===== config.mk =====
export PLATFORM = sky130hd
export DESIGN_NAME = mvu_job_dispatcher
export DESIGN_NICKNAME = d
export VERILOG_FILES = /design/src/rtl/pito_pkg.sv /design/src/rtl/mvu_rr_arbiter.sv /design/src/rtl/mvu_job_dispatcher.sv
export SDC_FILE = /design/constraint.sdc
export NUM_CORES = 1
export LEC_CHECK = 0
export CAP_MARGIN = 20
export CORE_MARGIN = 5
export CORE_UTILIZATION = 25
export CTS_CLUSTER_SIZE = 25
export DETAILED_ROUTE_END_ITERATION = 8
export GPL_TIMING_DRIVEN = 0
export PLACE_DENSITY = 0.41
export SYNTH_ARGS = -nofsm -noshare
export SYNTH_HDL_FRONTEND = slang
export SYNTH_SLANG_ARGS = --single-unit

===== constraint.sdc =====
create_clock -name clk -period 10 [get_ports clk]
set_clock_uncertainty 0.15 [all_clocks]
set_input_delay 2.5 -clock clk [delete_from_list [all_inputs] [get_ports clk]]
set_output_delay 2.5 -clock clk [all_outputs]
set_load 0.05 [all_outputs]

===== src/rtl/pito_pkg.sv =====
// ---------------------------------------------------------------------------
// pito_pkg
// Shared types and constants for the barrel core's MVU job dispatch path.
//   NUM_HARTS        number of barrel harts
//   HART_CNT_WIDTH   width of a hart index
//   mvu_job_t        88-bit snapshot of one hart's MVU configuration
//   mvu_disp_state_e dispatcher FSM states
// ---------------------------------------------------------------------------
package pito_pkg;

    localparam int NUM_HARTS      = 8;
    localparam int HART_CNT_WIDTH = $clog2(NUM_HARTS);

    localparam int MVU_MODE_W  = 2;
    localparam int MVU_CNT_W   = 29;
    localparam int MVU_PREC_W  = 6;
    localparam int MVU_WADDR_W = 9;
    localparam int MVU_DADDR_W = 15;

    // Field order fixes the packed layout seen on the mvu_job bus (MSB first).
    typedef struct packed {
        logic [MVU_MODE_W-1:0]  mul_mode;
        logic [MVU_CNT_W-1:0]   countdown;
        logic [MVU_PREC_W-1:0]  wprec;
        logic [MVU_PREC_W-1:0]  iprec;
        logic [MVU_PREC_W-1:0]  oprec;
        logic [MVU_WADDR_W-1:0] wbase;
        logic [MVU_DADDR_W-1:0] ibase;
        logic [MVU_DADDR_W-1:0] obase;
    } mvu_job_t;

    typedef enum logic [1:0] {
        ST_IDLE  = 2'd0,
        ST_ISSUE = 2'd1,
        ST_RUN   = 2'd2,
        ST_DONE  = 2'd3
    } mvu_disp_state_e;

endpackage


===== src/rtl/mvu_rr_arbiter.sv =====
// ---------------------------------------------------------------------------
// mvu_rr_arbiter
// Combinational round-robin picker: returns the first set request at or after
// ptr_i, wrapping past the top index back to 0.
//   req_i    request vector
//   ptr_i    index with highest priority this cycle (must be < NUM_REQ)
//   grant_o  index of the selected request (0 when valid_o is low)
//   valid_o  at least one request is set
// ---------------------------------------------------------------------------
module mvu_rr_arbiter #(
    parameter int NUM_REQ = 8,
    parameter int IDX_W   = 3
) (
    input  logic [NUM_REQ-1:0] req_i,
    input  logic [IDX_W-1:0]   ptr_i,
    output logic [IDX_W-1:0]   grant_o,
    output logic               valid_o
);

    int idx;

    // Scan from the lowest-priority offset down to offset 0 so the last hit
    // written is the one closest to ptr_i.
    always_comb begin
        grant_o = '0;
        valid_o = 1'b0;
        idx     = 0;
        for (int i = NUM_REQ - 1; i >= 0; i--) begin
            idx = int'(ptr_i) + i;
            if (idx >= NUM_REQ) begin
                idx = idx - NUM_REQ;
            end
            if (req_i[idx]) begin
                grant_o = idx[IDX_W-1:0];
                valid_o = 1'b1;
            end
        end
    end

endmodule


===== src/rtl/mvu_job_dispatcher.sv =====
// ---------------------------------------------------------------------------
// mvu_job_dispatcher
// Snapshots each hart's MVU configuration when it pulses mvu_start, then
// arbitrates pending jobs round-robin onto the single MVU command port and
// returns a one-cycle mvu_irq to the owning hart on completion.
//
// Optional feature: define MVU_WATCHDOG_EN to add a RUN-state watchdog that
// aborts a job running longer than countdown + TIMEOUT_SLACK cycles and
// flags it through mvu_err. Without it mvu_abort/mvu_err are tied low.
//
// Ports
//   clk, rst_n              clock, asynchronous active-low reset
//   mvu_start               per-hart start pulse
//   csr_mvu_*               per-hart configuration slices from the CSR bank
//   mvu_cmd_valid/ready     command handshake towards the MVU
//   mvu_job, mvu_job_hart   registered job fields and owning hart
//   mvu_done                MVU completion pulse
//   mvu_abort               watchdog abort pulse to the MVU
//   mvu_irq, mvu_err        per-hart completion / error pulses
//   busy                    FSM not idle
// ---------------------------------------------------------------------------
module mvu_job_dispatcher #(
    parameter int NUM_HARTS     = pito_pkg::NUM_HARTS,
    parameter int TIMEOUT_SLACK = 64
) (
    input  logic                                clk,
    input  logic                                rst_n,
    input  logic [NUM_HARTS-1:0]                mvu_start,
    input  logic [2*NUM_HARTS-1:0]              csr_mvu_mul_mode,
    input  logic [29*NUM_HARTS-1:0]             csr_mvu_countdown,
    input  logic [6*NUM_HARTS-1:0]              csr_mvu_wprecision,
    input  logic [6*NUM_HARTS-1:0]              csr_mvu_iprecision,
    input  logic [6*NUM_HARTS-1:0]              csr_mvu_oprecision,
    input  logic [9*NUM_HARTS-1:0]              csr_mvu_wbaseaddr,
    input  logic [15*NUM_HARTS-1:0]             csr_mvu_ibaseaddr,
    input  logic [15*NUM_HARTS-1:0]             csr_mvu_obaseaddr,
    output logic                                mvu_cmd_valid,
    input  logic                                mvu_cmd_ready,
    output pito_pkg::mvu_job_t                  mvu_job,
    output logic [pito_pkg::HART_CNT_WIDTH-1:0] mvu_job_hart,
    input  logic                                mvu_done,
    output logic                                mvu_abort,
    output logic [NUM_HARTS-1:0]                mvu_irq,
    output logic [NUM_HARTS-1:0]                mvu_err,
    output logic                                busy
);

    import pito_pkg::*;

    localparam logic [NUM_HARTS-1:0]      HART_ONE  = NUM_HARTS'(1);
    localparam logic [HART_CNT_WIDTH-1:0] LAST_HART = HART_CNT_WIDTH'(NUM_HARTS - 1);

    mvu_disp_state_e             state_q;
    logic [NUM_HARTS-1:0]        pending_q, pending_d;
    logic [NUM_HARTS-1:0]        start_acc;
    logic [NUM_HARTS-1:0]        grant_mask;
    logic [NUM_HARTS-1:0]        owner_mask;
    logic                        owner_active;
    mvu_job_t                    shadow_q [NUM_HARTS];
    logic [HART_CNT_WIDTH-1:0]   rr_ptr_q;
    logic [HART_CNT_WIDTH-1:0]   arb_grant;
    logic                        arb_valid;
    logic                        cmd_valid_q;
    mvu_job_t                    job_q;
    logic [HART_CNT_WIDTH-1:0]   job_hart_q;
    logic [NUM_HARTS-1:0]        irq_q;

    // The owning hart is locked out only while its job is on the MVU; in
    // DONE it may already queue its next job.
    assign owner_active = (state_q == ST_ISSUE) || (state_q == ST_RUN);
    assign owner_mask   = HART_ONE << job_hart_q;
    assign start_acc    = mvu_start & ~pending_q & ~(owner_active ? owner_mask : '0);
    assign grant_mask   = (arb_valid && (state_q == ST_IDLE)) ? (HART_ONE << arb_grant) : '0;
    assign pending_d    = (pending_q & ~grant_mask) | start_acc;

    // Per-hart snapshot of the CSR slices, captured on an accepted start.
    genvar gi;
    generate
        for (gi = 0; gi < NUM_HARTS; gi++) begin : g_hart
            mvu_job_t snap;

            assign snap.mul_mode  = csr_mvu_mul_mode[gi*2 +: 2];
            assign snap.countdown = csr_mvu_countdown[gi*29 +: 29];
            assign snap.wprec     = csr_mvu_wprecision[gi*6 +: 6];
            assign snap.iprec     = csr_mvu_iprecision[gi*6 +: 6];
            assign snap.oprec     = csr_mvu_oprecision[gi*6 +: 6];
            assign snap.wbase     = csr_mvu_wbaseaddr[gi*9 +: 9];
            assign snap.ibase     = csr_mvu_ibaseaddr[gi*15 +: 15];
            assign snap.obase     = csr_mvu_obaseaddr[gi*15 +: 15];

            always_ff @(posedge clk or negedge rst_n) begin
                if (!rst_n) begin
                    shadow_q[gi] <= '0;
                end else if (start_acc[gi]) begin
                    shadow_q[gi] <= snap;
                end
            end
        end
    endgenerate

    always_ff @(posedge clk or negedge rst_n) begin
        if (!rst_n) begin
            pending_q <= '0;
        end else begin
            pending_q <= pending_d;
        end
    end

    mvu_rr_arbiter #(
        .NUM_REQ (NUM_HARTS),
        .IDX_W   (HART_CNT_WIDTH)
    ) u_arb (
        .req_i   (pending_q),
        .ptr_i   (rr_ptr_q),
        .grant_o (arb_grant),
        .valid_o (arb_valid)
    );

`ifdef MVU_WATCHDOG_EN
    logic [29:0]          wd_cnt_q;
    logic [29:0]          wd_limit;
    logic                 abort_q;
    logic [NUM_HARTS-1:0] err_q;

    assign wd_limit = {1'b0, job_q.countdown} + 30'(TIMEOUT_SLACK);
`endif

    always_ff @(posedge clk or negedge rst_n) begin
        if (!rst_n) begin
            state_q     <= ST_IDLE;
            rr_ptr_q    <= '0;
            cmd_valid_q <= 1'b0;
            job_q       <= '0;
            job_hart_q  <= '0;
            irq_q       <= '0;
`ifdef MVU_WATCHDOG_EN
            wd_cnt_q    <= '0;
            abort_q     <= 1'b0;
            err_q       <= '0;
`endif
        end else begin
            irq_q <= '0;
`ifdef MVU_WATCHDOG_EN
            abort_q <= 1'b0;
            err_q   <= '0;
`endif
            case (state_q)
                ST_IDLE: begin
                    if (arb_valid) begin
                        job_q      <= shadow_q[arb_grant];
                        job_hart_q <= arb_grant;
                        rr_ptr_q   <= (arb_grant == LAST_HART) ? '0 : arb_grant + 1'b1;
                        // Zero-length jobs never reach the MVU.
                        if (shadow_q[arb_grant].countdown == '0) begin
                            state_q <= ST_DONE;
                            irq_q   <= grant_mask;
                        end else begin
                            state_q     <= ST_ISSUE;
                            cmd_valid_q <= 1'b1;
                        end
                    end
                end
                ST_ISSUE: begin
                    if (mvu_cmd_ready) begin
                        cmd_valid_q <= 1'b0;
                        state_q     <= ST_RUN;
`ifdef MVU_WATCHDOG_EN
                        wd_cnt_q    <= '0;
`endif
                    end
                end
                ST_RUN: begin
                    if (mvu_done) begin
                        state_q <= ST_DONE;
                        irq_q   <= owner_mask;
                    end
`ifdef MVU_WATCHDOG_EN
                    // abort_q is raised in the cycle the count reaches the
                    // limit; the job is then closed with an error one cycle
                    // later unless mvu_done arrives in that same cycle.
                    else if (abort_q) begin
                        state_q <= ST_DONE;
                        irq_q   <= owner_mask;
                        err_q   <= owner_mask;
                    end else begin
                        wd_cnt_q <= wd_cnt_q + 30'd1;
                        if ((wd_cnt_q + 30'd1) == wd_limit) begin
                            abort_q <= 1'b1;
                        end
                    end
`endif
                end
                ST_DONE: begin
                    state_q <= ST_IDLE;
                end
                default: begin
                    state_q <= ST_IDLE;
                end
            endcase
        end
    end

    assign mvu_cmd_valid = cmd_valid_q;
    assign mvu_job       = job_q;
    assign mvu_job_hart  = job_hart_q;
    assign mvu_irq       = irq_q;
    assign busy          = (state_q != ST_IDLE);

`ifdef MVU_WATCHDOG_EN
    assign mvu_abort = abort_q;
    assign mvu_err   = err_q;
`else
    assign mvu_abort = 1'b0;
    assign mvu_err   = '0;

    logic unused_slack;
    assign unused_slack = (TIMEOUT_SLACK != 0);
`endif

endmodule


==> flow_metrics.tcl <==
set metrics [dict create \
    status "completed" \
    drt-vias-per-instance 4.842 \
    path_class "reg -> reg" \
    core_area_um2 149400 \
    avgSynthCellArea_um2 11.49 \
    min_period_over_period 0.7407 \
    postPlaceCellArea_um2 48720 \
    hpwl_um 153500 \
    row_count 142 \
    portBuffers 816 \
    max_slew_margin 0.1184 \
    critPathLaunchType "flop" \
    htreeDepth 3 \
    rr_startpoint "rr_ptr_q[1]" \
    final_common_cell "dfrtp_1" \
    final_antenna_net_count 0 \
    grt_max_degree 103 \
    hold_class "reg -> reg" \
    ys_seq_area_frac 0.5456 \
    grt_pass1_vias 32370 \
    grt.met3_usage 0.07916 \
    die_height_um 397.1 \
    ys_seq_elements 817 \
    synth-simple-area-share 0.1359 \
    drtPass1Iterations 7 \
    top_usage_layer "met2" \
    drt_iter0_drc 1894 \
    cp.required_ns 10.39 \
    tns_ns 0 \
    drv_cap 0 \
    postCtsSetupBuffers 0 \
    use_met2 0.4142 \
    clkSinkCount 817 \
    synth-adder-area-share 0.003673 \
    worst-endpoint-arrival_ns 7.79 \
    cts_tree "yes" \
    yosysTopAreaCell "dfrtp_1" \
    synth-compound-area-share 0.06141 \
    synth_top_family_by_area "multiplexers" \
    ys_warn_count 0 \
    rr_endpoint "mvu_irq[2]" \
    drive_above_1_share 0.2234 \
    cts_resized 0 \
    hp-start "mvu_job[38]" \
    min_period_ns 7.407 \
    synth-edff-count 0 \
    gr-total-overflow 0 \
    setup_violations 0 \
    cts_buffers 103 \
    synth_async_sr_flop_share 1.000 \
    synth_mux_area_frac 0.2229 \
    drc_errors 0 \
    tightest_slew_ns 1.289 \
    rrSetupSlack_ns 2.59 \
    use_met1 0.2948 \
    grt_setup_unrepaired "no" \
    clk_path_buf_depth 3 \
    crit_start "rr_ptr_q[1]" \
    cts_hold_buf 0 \
    io_pins 826 \
    place.gp.congestion 0.8805 \
    final_util 0.3513 \
    clockRootBuffer "clkbuf_16" \
    vias 30820 \
    grt_first_pass_wirelength_um 266100 \
    synthFlopType "dfrtp_1" \
    hold_violations 0 \
    netlist_top_cells_area "dfrtp_1 (55%), mux2_2 (21%), nand2_1 (6.0%)" \
    grt_usage 0.2415 \
    syn_to_final_growth_pct 40.09 \
    fp.dieW_um 397.1 \
    clk_latency_ns 0.73 \
    maxSlewViolCount 0 \
    critPathCaptureType "flop" \
    drt_wl_total_um 194900 \
    design_area_um2 52490 \
    netlist_area_um2 37470 \
    synth_top_area_frac 0.5456 \
    min_delay_path_depth 2 \
    synth.distinct_cells 59 \
    wl_per_cell_um 30.61 \
    die-area_um2 157700 \
    start_util 0.2508 \
    fin_nets 4945 \
    path_clk_slew_ns 0.06 \
    synth_cells 3262 \
    synth_xor_area_frac 0.0004675 \
    fmax_mhz 135.0 \
    antenna_found_initial 110 \
    rr_worst_depth 19 \
    worstPathMaxFanout 10 \
    final_cell_mix "dfrtp_1 (817), clkdlybuf4s50_1 (815), mux2_2 (710)" \
    whs_endpoint "mvu_job[38]" \
]
## cell usage after synthesis (4+ instances only)
library cell	n
a221oi_1	4
a21oi_1	5
and3_1	176
nand2_1	594
mux4_2	11
a31oi_1	59
buf_4	9
nand2b_1	6
o21ai_0	104
buf_2	5
or4_1	29
mux2i_1	11
buf_1	15
nor2_1	11
clkbuf_1	237
ha_1	11
nand4_1	7
o31ai_1	6
dfrtp_1	817
mux2_2	710
a2111oi_0	116
nor3_1	4
inv_1	13
nor2b_1	6
nand3_1	242
## cell type report
class	count	area, um^2
clock inverter	45	615.6
timing repair buffer	843	8673
sequential	817	20440
buffer	268	1069
inverter	16	60.06
fill	15130	96930
clock buffer	148	3038
tap	2016	2522
antenna	43	107.6
multi-input combinational	2169	15960
## critical path, cell delays in order, from the launching register on
cell and delay [ns]:
dfrtp_1 0.48, inv_1 0.21, clkbuf_1 0.47, ha_1 0.35
buf_2 0.21, mux4_2 0.43, o21ai_0 0.21, nand3_1 0.18
o211ai_2 0.52, and2_1 0.21, buf_2 0.26, inv_2 0.07
buf_6 0.14, clkbuf_1 0.34, a2111oi_0 1.18, or4_1 0.25
nand4_1 0.21, nor4_4 0.67, nand2_2 0.25, o31ai_1 0.43
## metrics by stage
| step | worst slack [ns] | instances | hold WS [ns] |
|---|---|---|---|
| detailed placement | 2.559 | 6128 | 0.3191 |
| global route | 2.321 | 6329 | 0.3511 |
| floorplan | 5.208 | 3270 | 0.3206 |
| CTS | 2.500 | 6321 | 0.3317 |
| finish | 2.593 | 6365 | 0.3277 |
| global placement | -35.80 | 6102 | 0.3121 |
## sequential cells by signal, summed over array words and instances (netlist names)
| register | cells |
|---|---|
| rr_ptr_q | 3 |
| mvu_job_hart | 3 |
| state_q | 2 |
| pending_q | 8 |
| shadow_q | 704 |
| mvu_irq | 8 |
| mvu_cmd_valid | 1 |
| mvu_job | 88 |
## layer usage
| layer | part of all wire | vias to the layer above |
|---|---|---|
| li1 | - | 13670 |
| met1 | 0.40 | 15730 |
| met2 | 0.49 | 1061 |
| met3 | 0.083 | 296 |
| met4 | 0.023 | 64 |
| met5 | 0.0022 | - |
## how the worst max path moves through the flow
stage / to / slack [ns] / cells after the start
final: mvu_irq[2] / 2.59 / 19
after global routing: mvu_irq[2] / 2.32 / 16
after CTS: mvu_irq[7] / 2.50 / 17
after detailed placement: mvu_irq[7] / 2.56 / 17
after global placement: shadow_q[119] / -35.80 / 1
after floorplan: mvu_cmd_valid / 5.21 / 18
## cell families after synthesis
group,count (synthesis)
fa+ha+maj,11
other cells,1
simple gates,1091
flops,817
compound gates,324
buf+inv,284
mux,732
xor+xnor,2
Power is not shown: default switching activity piles up to over one toggle a cycle in this logic, so the estimate is an artifact.
